File: src/rtl/flash_read_arbiter.sv
// flash_read_arbiter: round-robin arbiter sharing one flash SPI read handler between requesters
module flash_read_arbiter #(
  parameter int          g_num_req        = 2,
  parameter logic [23:0] g_timeout_cycles = 24'd2000000
) (
  input  logic                      i_sys_clk,
  input  logic                      i_reset,
  input  logic                      i_spi_bus_free,
  input  logic [g_num_req-1:0]      i_req,
  input  logic [24*g_num_req-1:0]   i_addr,
  input  logic [12*g_num_req-1:0]   i_num,
  output logic [g_num_req-1:0]      o_grant,
  output logic [g_num_req-1:0]      o_ready,
  output logic [g_num_req-1:0]      o_error,
  output logic                      o_data_request,
  output logic [23:0]               o_read_addr,
  output logic [11:0]               o_read_num,
  input  logic                      i_data_ready,
  input  logic                      i_command_error
);
  localparam int IW = g_num_req > 1 ? $clog2(g_num_req) : 1;
  localparam logic [23:0] TMO = g_timeout_cycles - 24'd1;
  typedef enum logic [1:0] {IDLE, ISSUE, HOLD, DRAIN} state_t;
  state_t               state_q, state_d;
  logic [g_num_req-1:0] grant_q, grant_d, ready_q, ready_d, error_q, error_d;
  logic                 dreq_q, dreq_d;
  logic [23:0]          addr_q, addr_d, cnt_q, cnt_d;
  logic [11:0]          num_q, num_d;
  logic [IW-1:0]        last_q, last_d, cur_q, cur_d, sel;
  function automatic logic [IW-1:0] wrap(input int v);
    return IW'(v % g_num_req);
  endfunction
  assign o_grant        = grant_q;
  assign o_ready        = ready_q;
  assign o_error        = error_q;
  assign o_data_request = dreq_q;
  assign o_read_addr    = addr_q;
  assign o_read_num     = num_q;
  // first pending requester after the last owner; scanning downward lets the nearest one win
  always_comb begin
    sel = last_q;
    for (int i = g_num_req; i >= 1; i--)
      if (i_req[wrap(int'(last_q) + i)]) sel = wrap(int'(last_q) + i);
  end
  // next-state and registered outputs of the grant/issue/hold/drain sequence
  always_comb begin
    state_d = state_q;
    grant_d = grant_q;
    ready_d = ready_q;
    error_d = error_q;
    dreq_d  = dreq_q;
    addr_d  = addr_q;
    num_d   = num_q;
    cnt_d   = cnt_q;
    last_d  = last_q;
    cur_d   = cur_q;
    case (state_q)
      IDLE: if (i_spi_bus_free && |i_req) begin
        grant_d      = '0;
        grant_d[sel] = 1'b1;
        addr_d       = i_addr[24*sel +: 24];
        num_d        = i_num[12*sel +: 12];
        dreq_d       = 1'b1;
        cnt_d        = '0;
        cur_d        = sel;
        state_d      = ISSUE;
      end
      ISSUE: begin
        cnt_d = cnt_q == TMO ? cnt_q : cnt_q + 24'd1;
        if (i_data_ready) begin
          ready_d[cur_q] = 1'b1;
          error_d[cur_q] = i_command_error;
          state_d        = HOLD;
        end else if (cnt_q == TMO) begin
          dreq_d         = 1'b0;
          ready_d[cur_q] = 1'b1;
          error_d[cur_q] = 1'b1;
          state_d        = HOLD;
        end
      end
      HOLD: if (!i_req[cur_q]) begin
        ready_d = '0;
        error_d = '0;
        dreq_d  = 1'b0;
        state_d = DRAIN;
      end
      DRAIN: if (!i_data_ready) begin
        grant_d = '0;
        last_d  = cur_q;
        state_d = IDLE;
      end
      default: state_d = IDLE;
    endcase
  end
  // state register; reset leaves requester 0 with first priority
  always_ff @(posedge i_sys_clk) begin
    if (i_reset) begin
      state_q <= IDLE;
      grant_q <= '0;
      ready_q <= '0;
      error_q <= '0;
      dreq_q  <= 1'b0;
      addr_q  <= '0;
      num_q   <= '0;
      cnt_q   <= '0;
      last_q  <= IW'(g_num_req - 1);
      cur_q   <= '0;
    end else begin
      state_q <= state_d;
      grant_q <= grant_d;
      ready_q <= ready_d;
      error_q <= error_d;
      dreq_q  <= dreq_d;
      addr_q  <= addr_d;
      num_q   <= num_d;
      cnt_q   <= cnt_d;
      last_q  <= last_d;
      cur_q   <= cur_d;
    end
  end
endmodule

File: config.mk
export PLATFORM = sky130hd
export DESIGN_NAME = flash_read_arbiter
export DESIGN_NICKNAME = d
export VERILOG_FILES = /design/src/rtl/flash_read_arbiter.sv
export SDC_FILE = /design/constraint.sdc
export NUM_CORES = 1
export LEC_CHECK = 0
export CAP_MARGIN = 20
export CORE_ASPECT_RATIO = 1.25
export CORE_MARGIN = 2
export CORE_UTILIZATION = 41
export DETAILED_ROUTE_END_ITERATION = 8
export HOLD_SLACK_MARGIN = 0.06
export PLACE_DENSITY = 0.76
export SYNTH_ARGS = -nofsm -noshare
export SYNTH_HDL_FRONTEND = slang
export SYNTH_SLANG_ARGS = --single-unit
File: constraint.sdc
create_clock -name i_sys_clk -period 1.9 [get_ports i_sys_clk]
set_input_delay 0.38 -clock i_sys_clk [delete_from_list [all_inputs] [get_ports i_sys_clk]]
set_output_delay 0.38 -clock i_sys_clk [all_outputs]
set_load 0.1 [all_outputs]
==> flow_summary_export.csv <==
group,metric,value,unit
timing,slew_headroom,75.2,%
cts,path_clk_slew,90,ps
pwr,p_leak,2.32,nW
worst_setup_path,crit_path_end,"o_error[1]$_SDFFE_PP0P_",
worst_setup_path,critical_path_peak_fanout,4,
layout,n_antenna_cell,0,
timing,least_margin_pin_slew,371,ps
route,topRoutingLayerUsed,"met4",
layout,fin_area,0.00575,mm^2
timing,period_minus_slack,1890,ps
synth,yosysUniqueCellTypes,49,
global_route,grt_max_degree,36,
cts,cts_max_path_buffers,2,
cts,cts_root_buf,"clkbuf_8",
floorplan,die_h,108,um
synth,postSynth.asyncResetShare,0,%
worst_setup_path,critical_path.slowest_cell,"dfxtp_2",
cts,cts_tree,"built",
synth,synth-main-ff-cell,"dfxtp_1",
pwr,worst_case_vdd_ir_drop,1.05,mV
synth,syn_nets,496,
synth,syn_inst,412,
place,port-buffer-count,121,
timing,timing_hold_violations_final,0,
route,routed_wl,11.1,mm
timing,fin_crit_sh,99.3,%
global_route,number_of_antenna_violations_at_the_first_check_in_global_routing,0,
timing,maxSlewViolCount,0,
floorplan,chipWidth,87.6,um
floorplan,placeableCoreArea,0.00861,mm^2
route,wl_met2,5.72,mm
layout,most_common_library_cell_in_the_layout_ignoring_fill_and_taps,"buf_4",
place,dpl_worst_slack,-318,ps
place,place_inst,697,
synth,count_of_synthesis_stage_warnings_from_yosys,0,
layout,mostFrequentLayoutCells,"buf_4 (104), clkdlybuf4s50_1 (77), dfxtp_1 (64)",
layout,final.fill_count,689,
route,via_per_instance_ratio,5.45,
route,dr.pass1.iters,5,
pwr,report.power.total,0.00796,W
worst_setup_path,setup.worst_path.start_class,"register",
flow_run,cap_violations,0,
timing,setup_viol,0,
worst_setup_path,critical_path.endpoint_type,"register",
route,drt_iter0_markers,205,
status,outcome,"finished clean",
cts,clkSinkCount,71,
timing,finClkSkew,10.9,ps
synth,netlist_area,0.00358,mm^2
route,via_count,3886,
route,remaining_drc_errors,0,
cts,h-tree-depth,3,
route,routedWlPerCell,15.5,um
synth,synth-seq-cells,71,
global_route,grt_pass1_vias,3886,
min_path,worst_hold_path_type,"in2reg",
worst_setup_path,critPathArrivalTime,2110,ps
layout,flow.area_growth_from_synthesis,60.6,%
synth,synth_seq_area_share,39.7,%
global_route,first_pass_grt_wire_length,17.9,mm
place,routabilityCongestion,0.887,
worst_setup_path,critPathRequiredTime,2130,ps
timing,slack_of_the_critical_path,13.6,ps
route,antenna_violating_nets_post_route,0,
worst_setup_path,capture_point_of_the_worst_reg_to_reg_path,"o_error[1]$_SDFFE_PP0P_",
worst_setup_path,critical_path.max_stage_delay,360,ps
place,cell_area_reported_after_detailed_placement,0.00534,mm^2
route,drt-met1-wl,4.21,mm
route,routed-wl-met3,880,um
cts,cts_made_buffers,9,
synth,synth-edff-count,0,
floorplan,die_area,0.00950,mm^2
global_route,global_route.usage.total,23.8,%
place,dp_hpwl,8.30,mm
floorplan,initial_utilization,41.6,%
floorplan,rows,38,
layout,number_of_non_filler_instances_in_the_completed_layout,713,
layout,post_route_cells_drive_above_1_share,29.5,%
worst_setup_path,worstSetupPathType,"reg2reg",
worst_setup_path,worstReg2RegStart,"cnt_q[1]$_SDFFE_PP0P_",
worst_setup_path,r2r_slack,10,ps
pwr,areal_power_density_over_the_cells,1380,mW/mm^2
cts,worst_skew_pair.late_latency,350,ps
worst_setup_path,critical_path.cell_chain,"ha_4, and3_4, nand4_1, o211a_1, a311oi_2, mux2_1",
layout,nNetsFinal,672,
timing,max_freq,530,MHz
timing,grt_setup_unrepaired,"yes",
cts,postCtsSetupRepairBufs,0,
worst_setup_path,r2r_cells,6,
synth,avgSynthCellArea,8.69,um^2
global_route,grt_remaining_overflow,0,
floorplan,floorplan.io_pins,122,
worst_setup_path,crit_path_start,"cnt_q[1]$_SDFFE_PP0P_",
## worst max-delay path: cells and delay by family (launching register included)
kind / cells / cell delay [ps]
simple gates: 2 / 310
fa+ha+maj: 1 / 160
compound gates: 2 / 580
flops: 1 / 360
mux: 1 / 350
## metrics by stage
| stage | setup TNS, ps | hold WS [ps] | util, % |
|---|---|---|---|
| finish | 0 | 275 | 66.8 |
| global route | -126 | 270 | 66.8 |
| CTS | -150 | 271 | 65.0 |
| detailed placement | -9260 | 463 | 62.0 |
| global placement | -6790 | 461 | 62.0 |
| floorplan | -9.82 | 427 | - |
## layer usage
layer / up-vias / GRT usage (%)
met3: 27 / 7.02
met4: 0 / 8.90
met1: 1817 / 27.0
met5: - / 0
li1: 1878 / -
met2: 164 / 41.6
## where the power goes
part	total [W]	switching, W	internal, W
combinational	0.00459	0.00306	0.00153
sequential	0.00197	0.000192	0.00178
clock	0.00140	0.000614	0.000782
total	0.00796	0.00387	0.00409
## cell type report
| class | instances | area, um^2 | area share (%) |
|---|---|---|---|
| Sequential cell | 71 | 1430 | 24.9 |
| Clock buffer | 10 | 138 | 2.39 |
| Tap cell | 120 | 150 | 2.61 |
| Clock inverter | 6 | 92.6 | 1.61 |
| Timing Repair Buffer | 189 | 1690 | 29.4 |
| Multi-Input combinational cell | 304 | 2200 | 38.2 |
| Inverter | 13 | 51.3 | 0.893 |
## worst min path at each step
stage | startpoint | to | slack, ps | cells after the start
detailed placement | cnt_q[15]$_SDFFE_PP0P_ | cnt_q[15]$_SDFFE_PP0P_ | 460 | 2
floorplan | cnt_q[15]$_SDFFE_PP0P_ | cnt_q[15]$_SDFFE_PP0P_ | 430 | 2
finish | i_reset | cnt_q[18]$_SDFFE_PP0P_ | 280 | 2
CTS | i_reset | cnt_q[17]$_SDFFE_PP0P_ | 270 | 2
global route | i_reset | cnt_q[18]$_SDFFE_PP0P_ | 270 | 2
global placement | cnt_q[15]$_SDFFE_PP0P_ | cnt_q[15]$_SDFFE_PP0P_ | 460 | 2
## synthesized netlist by cell type (5+ instances only)
master    number  area share, %
a211oi_1      39            8.2
a21oi_1       30            4.2
buf_1          5           0.52
clkbuf_1      15            1.6
dfxtp_1       71             40
ha_1           5            1.7
inv_1         13            1.4
mux2i_1       42             12
nand2_1       20            2.1
nand3_1       10            1.4
nand4_1        5           0.87
nor2_1        56            5.9
nor3_1         8            1.1
o211ai_1       6            1.3
o21ai_0       14            2.0
o31ai_1        6            1.3
or3_1          6            1.0
or4_1          8            1.7
## registers in the layout (all words and copies together) (netlist names)
signal / flops
o_read_addr: 24
o_data_request: 1
o_error: 2
o_grant: 2
o_ready: 2
state_q: 2
cur_q: 1
o_read_num: 12
cnt_q: 24
last_q: 1
## what timing repair did
action | CTS | global route
endpoints found under the setup margin | 11 | 25
gates resized for setup | 9 | 37
hold buffers | 0 | 0
pin swaps | 3 | 7
## cells by family (layout without fill, tap and decap cells)
logic type,Yosys count,count (layout),synth area share [%]
fa+ha+maj,5,5,1.75
simple gates,136,136,19.9
compound gates,118,118,21.8
flops,71,71,39.7
buf+inv,37,218,4.16
mux,45,45,12.7
Note: power is estimated with default switching activity, not from simulation.
